==> config.mk <==
export PLATFORM = sky130hd
export DESIGN_NAME = fp_float2int
export DESIGN_NICKNAME = d
export VERILOG_FILES = /design/src/rtl/fp_float2int_pkg.sv /design/src/rtl/fp_dl16_classify.sv /design/src/rtl/fp_float2int.sv
export SDC_FILE = /design/constraint.sdc
export NUM_CORES = 1
export LEC_CHECK = 0
export CAP_MARGIN = 20
export CORE_ASPECT_RATIO = 2
export CORE_UTILIZATION = 55
export CTS_CLUSTER_DIAMETER = 120
export DETAILED_ROUTE_END_ITERATION = 16
export HOLD_SLACK_MARGIN = 0.15
export PLACE_DENSITY = 0.76
export SETUP_SLACK_MARGIN = 0.05
export SYNTH_ARGS = -nofsm -noshare
export SYNTH_HDL_FRONTEND = slang
export SYNTH_HIERARCHICAL = 1
export SYNTH_SLANG_ARGS = --single-unit
==> constraint.sdc <==
create_clock -name clk -period 5.1 [get_ports clk]
set_clock_uncertainty 0.05 [all_clocks]
set_input_delay 0.51 -clock clk [delete_from_list [all_inputs] [get_ports clk]]
set_output_delay 0.51 -clock clk [all_outputs]
set_load 0.01 [all_outputs]
==> src/rtl/fp_float2int_pkg.sv <==
`default_nettype none
// ==== fp_float2int_pkg: shared DLFloat16/int32 constants and types | Rev 1.0 ====
package fp_float2int_pkg;

  localparam int DL_EXP_W = 6;
  localparam int DL_MAN_W = 9;
  localparam int DL_BIAS  = 31;
  localparam int DL_SIG_W = DL_MAN_W + 1;

  localparam logic [14:0] DL_NAN_MAG = 15'h7FFF;

  localparam logic [31:0] INT32_MAX = 32'h7FFF_FFFF;
  localparam logic [31:0] INT32_MIN = 32'h8000_0000;

  typedef enum logic [1:0] {
    ST_IDLE  = 2'd0,
    ST_SHIFT = 2'd1,
    ST_SIGN  = 2'd2,
    ST_DONE  = 2'd3
  } state_t;

  typedef enum logic [2:0] {
    K_NORM  = 3'd0,
    K_ZERO  = 3'd1,
    K_NAN   = 3'd2,
    K_UNDER = 3'd3,
    K_MIN   = 3'd4,
    K_SAT   = 3'd5
  } kind_t;

endpackage
`default_nettype wire

==> src/rtl/fp_dl16_classify.sv <==
`default_nettype none
// ==== fp_dl16_classify: DLFloat16 field split, class and alignment shift | Rev 1.0 ====
module fp_dl16_classify
  import fp_float2int_pkg::*;
#(
  parameter int EXP_W = DL_EXP_W,
  parameter int MAN_W = DL_MAN_W,
  parameter int BIAS  = DL_BIAS,
  parameter int INT_W = 32
) (
  input  logic [EXP_W+MAN_W:0] float_in,
  output kind_t                kind,
  output logic                 sign,
  output logic                 shift_left,
  output logic [4:0]           count,
  output logic [MAN_W:0]       sig
);

  localparam logic [EXP_W-1:0] BIAS_E = EXP_W'(BIAS);
  localparam logic [EXP_W-1:0] SAT_E  = EXP_W'(BIAS + INT_W - 1);
  localparam logic [EXP_W-1:0] LEFT_E = EXP_W'(BIAS + MAN_W);

  logic [EXP_W-1:0] exp_f;
  logic [MAN_W-1:0] man_f;

  assign sign  = float_in[EXP_W+MAN_W];
  assign exp_f = float_in[MAN_W +: EXP_W];
  assign man_f = float_in[MAN_W-1:0];
  assign sig   = {1'b1, man_f};

  // Priority order matters: zero and NaN encodings would otherwise fall into
  // the underflow and saturate ranges.
  always_comb begin
    kind       = K_NORM;
    shift_left = 1'b1;
    count      = 5'd0;
    if (float_in[EXP_W+MAN_W-1:0] == '0) begin
      kind = K_ZERO;
    end else if (float_in[EXP_W+MAN_W-1:0] == DL_NAN_MAG) begin
      kind = K_NAN;
    end else if (exp_f < BIAS_E) begin
      kind = K_UNDER;
    end else if (exp_f >= SAT_E) begin
      kind = (sign && man_f == '0 && exp_f == SAT_E) ? K_MIN : K_SAT;
    end else if (exp_f >= LEFT_E) begin
      count = 5'(exp_f - LEFT_E);
    end else begin
      shift_left = 1'b0;
      count      = 5'(LEFT_E - exp_f);
    end
  end

endmodule
`default_nettype wire

==> src/rtl/fp_float2int.sv <==
`default_nettype none
// ==== fp_float2int: DLFloat16 -> int32 (truncating), 1-bit/cycle aligner | Rev 1.0 ====
module fp_float2int
  import fp_float2int_pkg::*;
#(
  parameter int EXP_W = DL_EXP_W,
  parameter int MAN_W = DL_MAN_W,
  parameter int BIAS  = DL_BIAS,
  parameter int INT_W = 32
) (
  input  logic                 clk,
  input  logic                 rst,
  input  logic                 in_valid,
  output logic                 in_ready,
  input  logic [EXP_W+MAN_W:0] float_in,
  output logic                 out_valid,
  input  logic                 out_ready,
  output logic [INT_W-1:0]     int_out,
  output logic                 out_overflow,
  output logic                 out_invalid,
  output logic                 out_inexact
);

  kind_t            cls_kind;
  logic             cls_sign;
  logic             cls_left;
  logic [4:0]       cls_count;
  logic [MAN_W:0]   cls_sig;

  state_t           state;
  kind_t            kind_q;
  logic             sign_q;
  logic             left_q;
  logic [4:0]       cnt;
  logic [INT_W-1:0] mag;
  logic             sticky;

  fp_dl16_classify #(
    .EXP_W (EXP_W),
    .MAN_W (MAN_W),
    .BIAS  (BIAS),
    .INT_W (INT_W)
  ) u_classify (
    .float_in   (float_in),
    .kind       (cls_kind),
    .sign       (cls_sign),
    .shift_left (cls_left),
    .count      (cls_count),
    .sig        (cls_sig)
  );

  always_ff @(posedge clk) begin
    if (rst) begin
      state        <= ST_IDLE;
      in_ready     <= 1'b1;
      out_valid    <= 1'b0;
      int_out      <= '0;
      out_overflow <= 1'b0;
      out_invalid  <= 1'b0;
      out_inexact  <= 1'b0;
      kind_q       <= K_ZERO;
      sign_q       <= 1'b0;
      left_q       <= 1'b1;
      cnt          <= 5'd0;
      mag          <= '0;
      sticky       <= 1'b0;
    end else begin
      case (state)
        ST_IDLE: begin
          if (in_valid) begin
            kind_q   <= cls_kind;
            sign_q   <= cls_sign;
            left_q   <= cls_left;
            cnt      <= cls_count;
            mag      <= INT_W'(cls_sig);
            sticky   <= 1'b0;
            in_ready <= 1'b0;
            state    <= (cls_count != 5'd0) ? ST_SHIFT : ST_SIGN;
          end
        end
        ST_SHIFT: begin
          if (left_q) begin
            mag <= mag << 1;
          end else begin
            mag    <= mag >> 1;
            sticky <= sticky | mag[0];
          end
          cnt <= cnt - 5'd1;
          if (cnt == 5'd1) state <= ST_SIGN;
        end
        ST_SIGN: begin
          out_overflow <= 1'b0;
          out_invalid  <= 1'b0;
          out_inexact  <= 1'b0;
          case (kind_q)
            K_ZERO:  int_out <= '0;
            K_NAN: begin
              int_out     <= INT_W'(INT32_MIN);
              out_invalid <= 1'b1;
            end
            K_UNDER: begin
              int_out     <= '0;
              out_inexact <= 1'b1;
            end
            K_MIN:   int_out <= INT_W'(INT32_MIN);
            K_SAT: begin
              int_out      <= sign_q ? INT_W'(INT32_MIN) : INT_W'(INT32_MAX);
              out_overflow <= 1'b1;
            end
            default: begin
              // Aligned magnitude is below 2^31, so negation never wraps.
              int_out     <= sign_q ? -mag : mag;
              out_inexact <= sticky;
            end
          endcase
          out_valid <= 1'b1;
          state     <= ST_DONE;
        end
        ST_DONE: begin
          if (out_ready) begin
            out_valid <= 1'b0;
            in_ready  <= 1'b1;
            state     <= ST_IDLE;
          end
        end
        default: state <= ST_IDLE;
      endcase
    end
  end

endmodule
`default_nettype wire

After elaboration in Yosys (flattened, before gate mapping)
Cells that the tools add are included.
{"block": "classes", "add_sub_neg": 4, "n_lt_le_gt_ge": 3, "n_eq_ne": 15, "n_mux": 38, "bitwise_logic": 1, "reduce_logical": 18}
{"op": "2-to-1 mux 32 bit", "n": 4}
{"op": "one-hot mux 32 bit (3 select lines)", "n": 1}
{"op": "one-hot mux 32 bit (2 select lines)", "n": 1}
{"op": "negation 32 bit", "n": 1}
{"op": "2-to-1 mux 5 bit", "n": 6}
{"op": "equality test 15 bit (second input constant)", "n": 1}
{"op": "logical NOT 15 bit", "n": 1}
{"op": ">= comparator 6 bit (second input constant)", "n": 2}
{"op": "2-to-1 mux 1 bit", "n": 12}
{"op": "2-to-1 mux 3 bit", "n": 4}
{"op": "one-hot mux 5 bit (2 select lines)", "n": 1}
{"op": "logical NOT 9 bit", "n": 1}
{"op": "AND reduction 3 bit", "n": 3}
{"op": "2-to-1 mux 2 bit", "n": 4}
{"op": "inequality test 2 bit (second input constant)", "n": 4}
{"op": "one-hot mux 1 bit (2 select lines)", "n": 4}
{"op": "one-hot mux 2 bit (4 select lines)", "n": 1}
{"op": "equality test 3 x 2 -> 1 bit (second input constant)", "n": 2}
{"op": "equality test 3 bit (second input constant)", "n": 2}
{"op": "equality test 6 bit (second input constant)", "n": 1}
{"op": "< comparator 6 x 5 -> 1 bit (second input constant)", "n": 1}
{"op": "AND reduction 2 bit", "n": 3}
{"op": "nonzero test 2 bit", "n": 3}
{"op": "equality test 5 x 1 -> 1 bit (second input constant)", "n": 1}
{"op": "12 further kinds", "n": 15}
{"block": "totals", "reg_bits": 82, "inputBits": 20, "out_inout_bits": 37, "elab_cells": 92}

Longest topological paths before layout
Gate-level depths: netlist (run 1).
{"block": "depth", "word_depth": 10, "mapped_depth": 10, "mapped_depth_nobuf": 10}

Modules after synthesis
Netlist (run 1), hierarchy kept.
{"module": "fp_float2int", "n_inst": 1, "cells_each": 601, "area_per_inst_um2": 4695.8, "seq_area_each_um2": 1641.6}
{"module": "fp_dl16_classify", "n_inst": 1, "cells_each": 62, "area_per_inst_um2": 444.2, "seq_area_each_um2": 0.0}

Worst setup path after synthesis (run 1)
No wires, ideal clock.
{"block": "synth_timing", "path_kind": "reg2reg", "start": "register mag[3]", "end": "register int_out[27]", "setup_ps": 127, "arrival_time_ps": 2114, "required_ps": 4923, "slack_ps": 2809, "path_stages_with_launch": 7, "path_buffers": 1, "synth_period_minus_slack_ps": 2291, "path_cell_list": "dfxtp_1 buf_6 or4_4 nor4b_4 nand2_4 o21a_1 or3_1"}
{"block": "synth_between", "elab_chain_len": 3}
{"element": "from (decl)", "line_no": "fp_float2int.sv:35", "rtl": "logic [INT_W-1:0] mag;"}
{"element": "from (signal assigned)", "line_no": "fp_float2int.sv:75", "rtl": "mag <= INT_W'(cls_sig);"}
{"element": "from (signal assigned)", "line_no": "fp_float2int.sv:83", "rtl": "mag <= mag << 1;"}
{"element": "from (signal assigned)", "line_no": "fp_float2int.sv:85", "rtl": "mag <= mag >> 1;"}
{"element": "negation 32 bit", "line_no": "fp_float2int.sv:112", "rtl": "int_out <= sign_q ? -mag : mag;"}
{"element": "2-to-1 mux 32 bit", "line_no": "fp_float2int.sv:112"}
{"element": "one-hot mux 32 bit (3 select lines)", "line_no": "fp_float2int.sv:95", "rtl": "case (kind_q)"}
{"element": "to (signal assigned)", "line_no": "fp_float2int.sv:98", "rtl": "int_out <= INT_W'(INT32_MIN);"}
{"element": "to (signal assigned)", "line_no": "fp_float2int.sv:105", "rtl": "K_MIN: int_out <= INT_W'(INT32_MIN);"}
{"element": "to (signal assigned)", "line_no": "fp_float2int.sv:112"}
{"element": "to (decl)", "line_no": "fp_float2int.sv:18", "rtl": "output logic [INT_W-1:0] int_out,"}
Every way passes these cells.
A chain may end at the register's enable or synchronous reset.

Final worst setup path (run 1)
{"block": "layout_timing", "start": "input float_in[13]", "end": "register state[1]"}
{"block": "layout_between", "elab_chain_len": 10, "word_cells_on_any_way": 16, "cone_classes": "add/sub: 2; order compare: 3; eq/ne: 1; mux: 8; reduce/logical: 2"}
{"element": "from (decl)", "line_no": "fp_float2int.sv:15", "rtl": "input logic [EXP_W+MAN_W:0] float_in,"}
{"element": ">= comparator 6 bit", "line_no": "fp_dl16_classify.sv:45", "rtl": "end else if (exp_f >= LEFT_E) begin"}
{"element": "2-to-1 mux 5 bit", "line_no": "fp_dl16_classify.sv:45"}
{"element": "2-to-1 mux 5 bit", "line_no": "fp_dl16_classify.sv:43", "rtl": "end else if (exp_f >= SAT_E) begin"}
{"element": "2-to-1 mux 5 bit", "line_no": "fp_dl16_classify.sv:41", "rtl": "end else if (exp_f < BIAS_E) begin"}
{"element": "2-to-1 mux 5 bit", "line_no": "fp_dl16_classify.sv:39", "rtl": "end else if (float_in[EXP_W+MAN_W-1:0] == DL_NAN_MAG) begin"}
{"element": "2-to-1 mux 5 bit *", "line_no": "fp_dl16_classify.sv:37", "rtl": "if (float_in[EXP_W+MAN_W-1:0] == '0) begin"}
{"element": "via cls_count[3]", "line_no": "fp_float2int.sv:27", "rtl": "logic [4:0] cls_count;"}
{"element": "nonzero test 5 bit *", "line_no": "fp_float2int.sv:78", "rtl": "state <= (cls_count != 5'd0) ? ST_SHIFT : ST_SIGN;"}
{"element": "2-to-1 mux 2 bit *", "line_no": "fp_float2int.sv:78"}
{"element": "2-to-1 mux 2 bit *", "line_no": "fp_float2int.sv:70", "rtl": "if (in_valid) begin"}
{"element": "one-hot mux 2 bit (4 select lines) *", "line_no": "fp_float2int.sv:68", "rtl": "case (state)"}
{"element": "to (signal assigned)", "line_no": "fp_float2int.sv:78"}
{"element": "to (decl)", "line_no": "fp_float2int.sv:30", "rtl": "state_t state;"}
Mark *: on every way through the listed nets, which the timed path passes. The rest lies on a longest branch. The select of a mux whose other input is x is not followed.

==> flow_metrics.py, run 1 <==
metrics = {
    "finish": {
        "drive_gt1_share_pct": 8.54,
        "multi_input_area_sq_mm": 0.00315,
        "area_delta_synth_final_pct": 15.1,
        "nets": 707,
        "fin_area_sq_mm": 0.00592,
        "seqCellArea_sq_mm": 0.00164,
        "diodes": 0,
        "fillCellCount": 761,
    },
    "logic_synthesis": {
        "synth_nets": 696,
        "synthTopCellsByCount": "dfxtp_1 (82), a21oi_1 (73), nand2_1 (60), nor2_1 (59), clkbuf_1 (45)",
        "ys_ff_latch": 82,
        "syn_area_sq_mm": 0.00514,
        "synth-edff-count": 0,
        "yosys_warnings": 6,
        "yosysTopAreaCell": "dfxtp_1",
        "avgSynthCellArea_sq_um": 7.75,
        "synth-xor-area-share_pct": 3.07,
        "yosysMostFrequentCell": "dfxtp_1",
        "synthTopCellsByArea": "dfxtp_1 (32%), a21oi_1 (7.1%), nand2_1 (4.4%)",
        "synth-simple-area-share_pct": 27.1,
        "synthAdderAreaFrac_pct": 3.16,
        "synthMuxAreaShare_pct": 7.72,
        "synth-compound-area-share_pct": 20.1,
        "ys_types": 68,
        "async_flop_share_pct": 0,
        "synth_top_area_share_pct": 31.9,
        "synth_top_family_by_area": "simple AND/OR/NAND/NOR gates",
        "synth_flop_cell": "dfxtp_1",
        "ys_seq_area_share_pct": 31.9,
        "postSynthCellCount": 663,
    },
    "drt": {
        "wl_per_cell_microns": 17.6,
        "vias_per_cell": 6.41,
        "route.detailed.drc": 0,
        "vias": 5005,
        "wirelength_microns": 13800,
        "dr.pass1.iters": 6,
        "ant_nets": 0,
        "drt_iter0_markers": 444,
    },
    "global_routing": {
        "antenna_found_initial": 0,
        "overflow": 0,
        "grt_pass1_wl_microns": 22700,
        "grt_max_degree": 76,
        "grt_pass1_vias": 4832,
        "grtUsageTotal_pct": 28.6,
    },
    "critical_path": {
        "path_max_fanout": 7,
        "worstPathRequired_ps": 5300,
        "crit_buf_inv": 1,
        "regToRegSetupSlack_ps": 2550,
        "path_cells": "clkdlybuf4s50_1 > ha_1 > nand4_1 > o41ai_4 > nor2_1 > o21a_1 > nor4_1 > nand3b_1 > a311oi_1",
        "end_kind": "flop",
        "crit_type": "input port to flop",
        "cp_top_family": "compound AO/OA/AOI/OAI gates",
        "critPathLaunchType": "input port",
        "slowest_delay_ps": 610,
        "crit_slowest_cell": "clkdlybuf4s50_1",
        "arrival_ps": 3020,
    },
    "sta": {
        "worst_pin_slew_ps": 1110,
        "setup-tns-final_ps": 0,
        "finalHoldViolCount": 0,
        "report.final.slew_viol_count": 0,
        "post-route-period-util_pct": 55.3,
        "rsz0062_at_grt": "false",
        "slew_headroom_pct": 25.9,
        "setup_viol": 0,
        "fmax_mhz": 355,
        "fin_crit_ps": 2820,
    },
    "status": {
        "outcome": "complete, no violations",
    },
    "floorplan": {
        "fp.dieH_microns": 139,
        "dieWidth_microns": 70.4,
        "initial_core_util_pct": 57.0,
        "rows": 49,
        "core_sq_mm": 0.00901,
        "io_pins": 57,
        "die-area_sq_mm": 0.00976,
    },
    "power": {
        "leakage_nw": 2.30,
        "power.density_mw_per_mm2": 538,
        "ir_drop_uv": 439,
    },
    "placed_design": {
        "placed_cell_area_sq_mm": 0.00559,
        "gp_congestion": 0.864,
        "port_buffers": 56,
        "hpwlAfterDp_microns": 9320,
    },
    "cts": {
        "cts_setup_buffers": 0,
        "cts_inserted_buffers": 9,
        "cts_resized": 0,
        "cts-root-buf": "clkbuf_16",
        "clk_pin_slew_ps": 60,
        "clock_path_buffers": 2,
        "h-tree-depth": 3,
        "cts_tree": "done",
        "cts.sinks": 82,
        "clkLatencyLatePin_ps": 340,
        "cts_hold_buffers": 0,
    },
    "min_path": {
        "min_path_type": "flop to flop",
    },
    "flow_run": {
        "maxCapViolCount": 0,
    },
}
-- tightest hold or removal path: cells and delay by family (launching register included) --
kind	cells	cell delay [ps]
flops	1	310
simple gates	2	120
-- logic make-up (layout without fill, tap and decap cells) --
family / count (synthesis) / in the layout
simple gates: 269 / 269
compound gates: 164 / 164
flops: 82 / 82
buf+inv: 79 / 95
mux: 37 / 37
xor+xnor: 18 / 18
fa+ha+maj: 13 / 13
other cells: 1 / 1
-- path summary, 6_finish.rpt --
check	endpoint	cells after the start	start
max	state[1]$_SDFFE_PP0P_	9	float_in[13]
min	int_out[0]$_SDFFE_PP0P_	2	int_out[0]$_SDFFE_PP0P_
max reg2reg	int_out[27]$_SDFFE_PP0P_	5	mag[3]$_SDFFE_PP0P_
min reg2reg	int_out[0]$_SDFFE_PP0P_	2	int_out[0]$_SDFFE_PP0P_
-- through the flow --
stage          hold WS [ps]  setup WS, ps  std cells  util, %  power (mW)
6_report                428          2280        781     65.7        3.18
3_3_place_gp            415          2050        764     62.0        2.44
5_1_grt                 463          2190        781     65.7        3.37
2_1_floorplan           417          2810        663        -        1.98
4_1_cts                 429          2320        780     65.6        3.17
3_5_place_dp            419          1950        764     62.0        2.47
-- power by group --
part | switching (mW) | internal (mW)
registers | 0.140 | 0.790
clock network | 0.262 | 0.439
logic | 0.942 | 0.610
total | 1.34 | 1.84
-- sequential cells by signal, summed over array words and instances, names as in the netlist --
register	count
state	2
left_q	1
cnt	5
int_out	32
out_overflow	1
out_valid	1
sign_q	1
sticky	1
mag	32
out_invalid	1
out_inexact	1
kind_q	3
in_ready	1
-- routing by layer --
layer / up-vias / part of all wire (%) / track usage, %
met3: 37 / 4.3 / 4.72
met2: 198 / 54 / 51.7
met5: - / 0 / 0
met4: 0 / 3.4 / 14.9
li1: 2409 / - / -
met1: 2361 / 38 / 31.1
-- cells in the final DEF, fill, tap and decap left out, types with 6 or more instances in the layout --
| cell type | Yosys | routed |
|---|---|---|
| buf_4 | 11 | 9 |
| nor4_1 | 9 | 9 |
| nand2_1 | 60 | 60 |
| nor2b_1 | 6 | 6 |
| xor2_1 | 8 | 8 |
| a21oi_1 | 73 | 73 |
| nor3_1 | 30 | 30 |
| mux2i_1 | 16 | 16 |
| inv_1 | 14 | 14 |
| ha_1 | 13 | 13 |
| nand2b_1 | 6 | 6 |
| o21ai_1 | 17 | 16 |
| or3_1 | 9 | 9 |
| nand3_1 | 43 | 43 |
| nor2_1 | 59 | 59 |
| o21ai_0 | 11 | 11 |
| a211o_1 | 8 | 8 |
| xnor2_1 | 10 | 10 |
| clkdlybuf4s50_1 | 0 | 55 |
| dfxtp_1 | 82 | 82 |
| nand4_1 | 7 | 7 |
| o211ai_1 | 11 | 11 |
| mux2_2 | 19 | 19 |
| clkbuf_16 | 0 | 9 |
| nand4b_1 | 6 | 6 |
-- area by class of cell --
class | count | area share (%)
clock inverter | 6 | 1.35
inverter | 14 | 0.888
clock buffer | 10 | 4.04
tap | 102 | 2.16
timing repair buffer | 65 | 10.5
sequential | 82 | 27.7
multi-input combinational | 502 | 53.3
No activity file was read; power rests on OpenSTA's default activity.
==> run 2, diff against run 1 <==
- clock period: 5.1 -> 2.7 ns (I/O delays scaled with it)
==> run 2 against run 1 <==
Via count rose by 2.0%. Utilization rose by 0.92 points. Cell count rose by 1.9%. Sequential power rose by 88%. Total power rose by 90%. Sequential cell count did not move. Worst setup slack got worse by 1900 ps. First-iteration DRC count rose by 14%. Largest cell class unchanged. Largest power group unchanged.
==> flow_metrics.py, run 2 (same netlist as run 1, synthesis figures left out) <==
metrics = {
    "status": {
        "outcome": "complete, no violations",
    },
    "power": {
        "ir_drop_uv": 920,
        "power_mw": 6.03,
        "p_seq_share_pct": 29.0,
        "intPower_mw": 3.45,
        "switching_power_mw": 2.59,
        "p_sw_share_pct": 42.9,
        "pwr-share-clk_pct": 19.6,
        "leakage_nw": 2.36,
        "pwr-share-comb_pct": 51.5,
        "power.density_mw_per_mm2": 1010,
    },
    "drt": {
        "vias_per_cell": 6.41,
        "vias": 5105,
        "route.detailed.drc": 0,
        "drt_iter0_markers": 508,
        "wirelength_microns": 14200,
        "dr.pass1.iters": 5,
        "wl_per_cell_microns": 17.8,
        "ant_nets": 0,
    },
    "global_routing": {
        "antenna_found_initial": 0,
        "grt_pass1_vias": 5025,
        "overflow": 0,
        "grtUsageTotal_pct": 29.6,
        "grt_pass1_wl_microns": 23400,
        "grt_max_degree": 49,
    },
    "sta": {
        "fmax_mhz": 425,
        "report.final.slew_viol_count": 0,
        "slew_headroom_pct": 58.5,
        "setup_viol": 0,
        "setup-tns-final_ps": 0,
        "post-route-period-util_pct": 87.2,
        "finalHoldViolCount": 0,
        "worst_pin_slew_ps": 617,
        "rsz0062_at_grt": "false",
        "setup_ws_ps": 345,
        "fin_crit_ps": 2360,
    },
    "floorplan": {
        "core_sq_mm": 0.00901,
        "io_pins": 57,
        "die-area_sq_mm": 0.00976,
        "rows": 49,
        "dieWidth_microns": 70.4,
        "initial_core_util_pct": 57.0,
        "fp.dieH_microns": 139,
    },
    "cts": {
        "cts_inserted_buffers": 9,
        "cts.sinks": 82,
        "cts_resized": 0,
        "clk_pin_slew_ps": 60,
        "h-tree-depth": 3,
        "cts-root-buf": "clkbuf_16",
        "clock_path_buffers": 2,
        "cts_setup_buffers": 0,
        "cts_tree": "done",
        "cts_hold_buffers": 0,
        "clkLatencyLatePin_ps": 340,
    },
    "critical_path": {
        "path_max_fanout": 7,
        "critPathLaunchType": "input port",
        "end_kind": "flop",
        "arrival_ps": 2560,
        "worstPathRequired_ps": 2900,
        "crit_type": "input port to flop",
    },
    "placed_design": {
        "port_buffers": 56,
        "placed_cell_area_sq_mm": 0.00573,
        "place_ws_ps": 2.48,
        "gp_congestion": 0.923,
        "hpwlAfterDp_microns": 9970,
    },
    "finish": {
        "top_regs": "int_out x32, mag x32, cnt x5",
        "diodes": 0,
        "drive_gt1_share_pct": 10.4,
        "nets": 724,
        "final_cell_mix": "dfxtp_1 (82), a21oi_1 (73), nand2_1 (60), nor2_1 (59), clkdlybuf4s50_1 (55)",
        "area_delta_synth_final_pct": 16.7,
        "fin_area_sq_mm": 0.00600,
        "final_common_cell": "dfxtp_1",
    },
    "flow_run": {
        "maxCapViolCount": 0,
    },
    "min_path": {
        "min_path_type": "input port to flop",
    },
}
run 2: worst paths after layout:
path	start	to	slack, ps	cells past startpoint
worst max-delay path	float_in[12]	state[1]$_SDFFE_PP0P_	340	9
worst min-delay path	rst	cnt[2]$_SDFFE_PP0P_	430	3
worst max register to register	mag[0]$_SDFFE_PP0P_	int_out[28]$_SDFFE_PP0P_	350	7
worst min register to register	int_out[4]$_SDFFE_PP0P_	int_out[4]$_SDFFE_PP0P_	440	2
run 2: routing by layer:
layer / share of wire [%] / wire length, microns / global-route usage [%] / vias up
li1: - / - / - / 2437
met1: 39 / 5480 / 31.5 / 2438
met2: 53 / 7490 / 52.8 / 177
met3: 4.1 / 577 / 5.52 / 53
met4: 4.6 / 655 / 17.5 / 0
met5: 0 / 0 / 0 / -
run 2: cell type report:
type	instances	area (sq um)
flip-flops and latches	82	1640
clock buffers	10	229
inverters	14	52.6
clock inverters	4	45.0
fillers	802	3010
repair buffers	82	751
multi-input cells	502	3150
well taps	102	128
run 2: worst max-delay path, stage by stage:
cell             delay, ps
clkdlybuf4s50_1        480
ha_1                   160
nand4_1                190
o41ai_4                510
nor2_1                 100
o21a_1                 140
nor4_1                 290
nand3b_1               140
a311oi_1               260
run 2: per-stage QoR:
stage / cells / hold slack, ps / utilization, %
floorplan: 663 / 380 / -
global placement: 782 / 417 / 63.5
detailed placement: 782 / 426 / 63.5
CTS: 796 / 407 / 66.6
global route: 796 / 453 / 66.6
finish: 796 / 432 / 66.6
run 2: power by group through the flow:
stage,Sequential (mW),Combinational [mW],Clock [mW]
floorplan,1.76,1.99,0
global placement,1.76,2.99,0
detailed placement,1.77,3.05,0
CTS,1.75,3.07,1.19
global route,1.79,3.34,1.25
finish,1.75,3.11,1.18
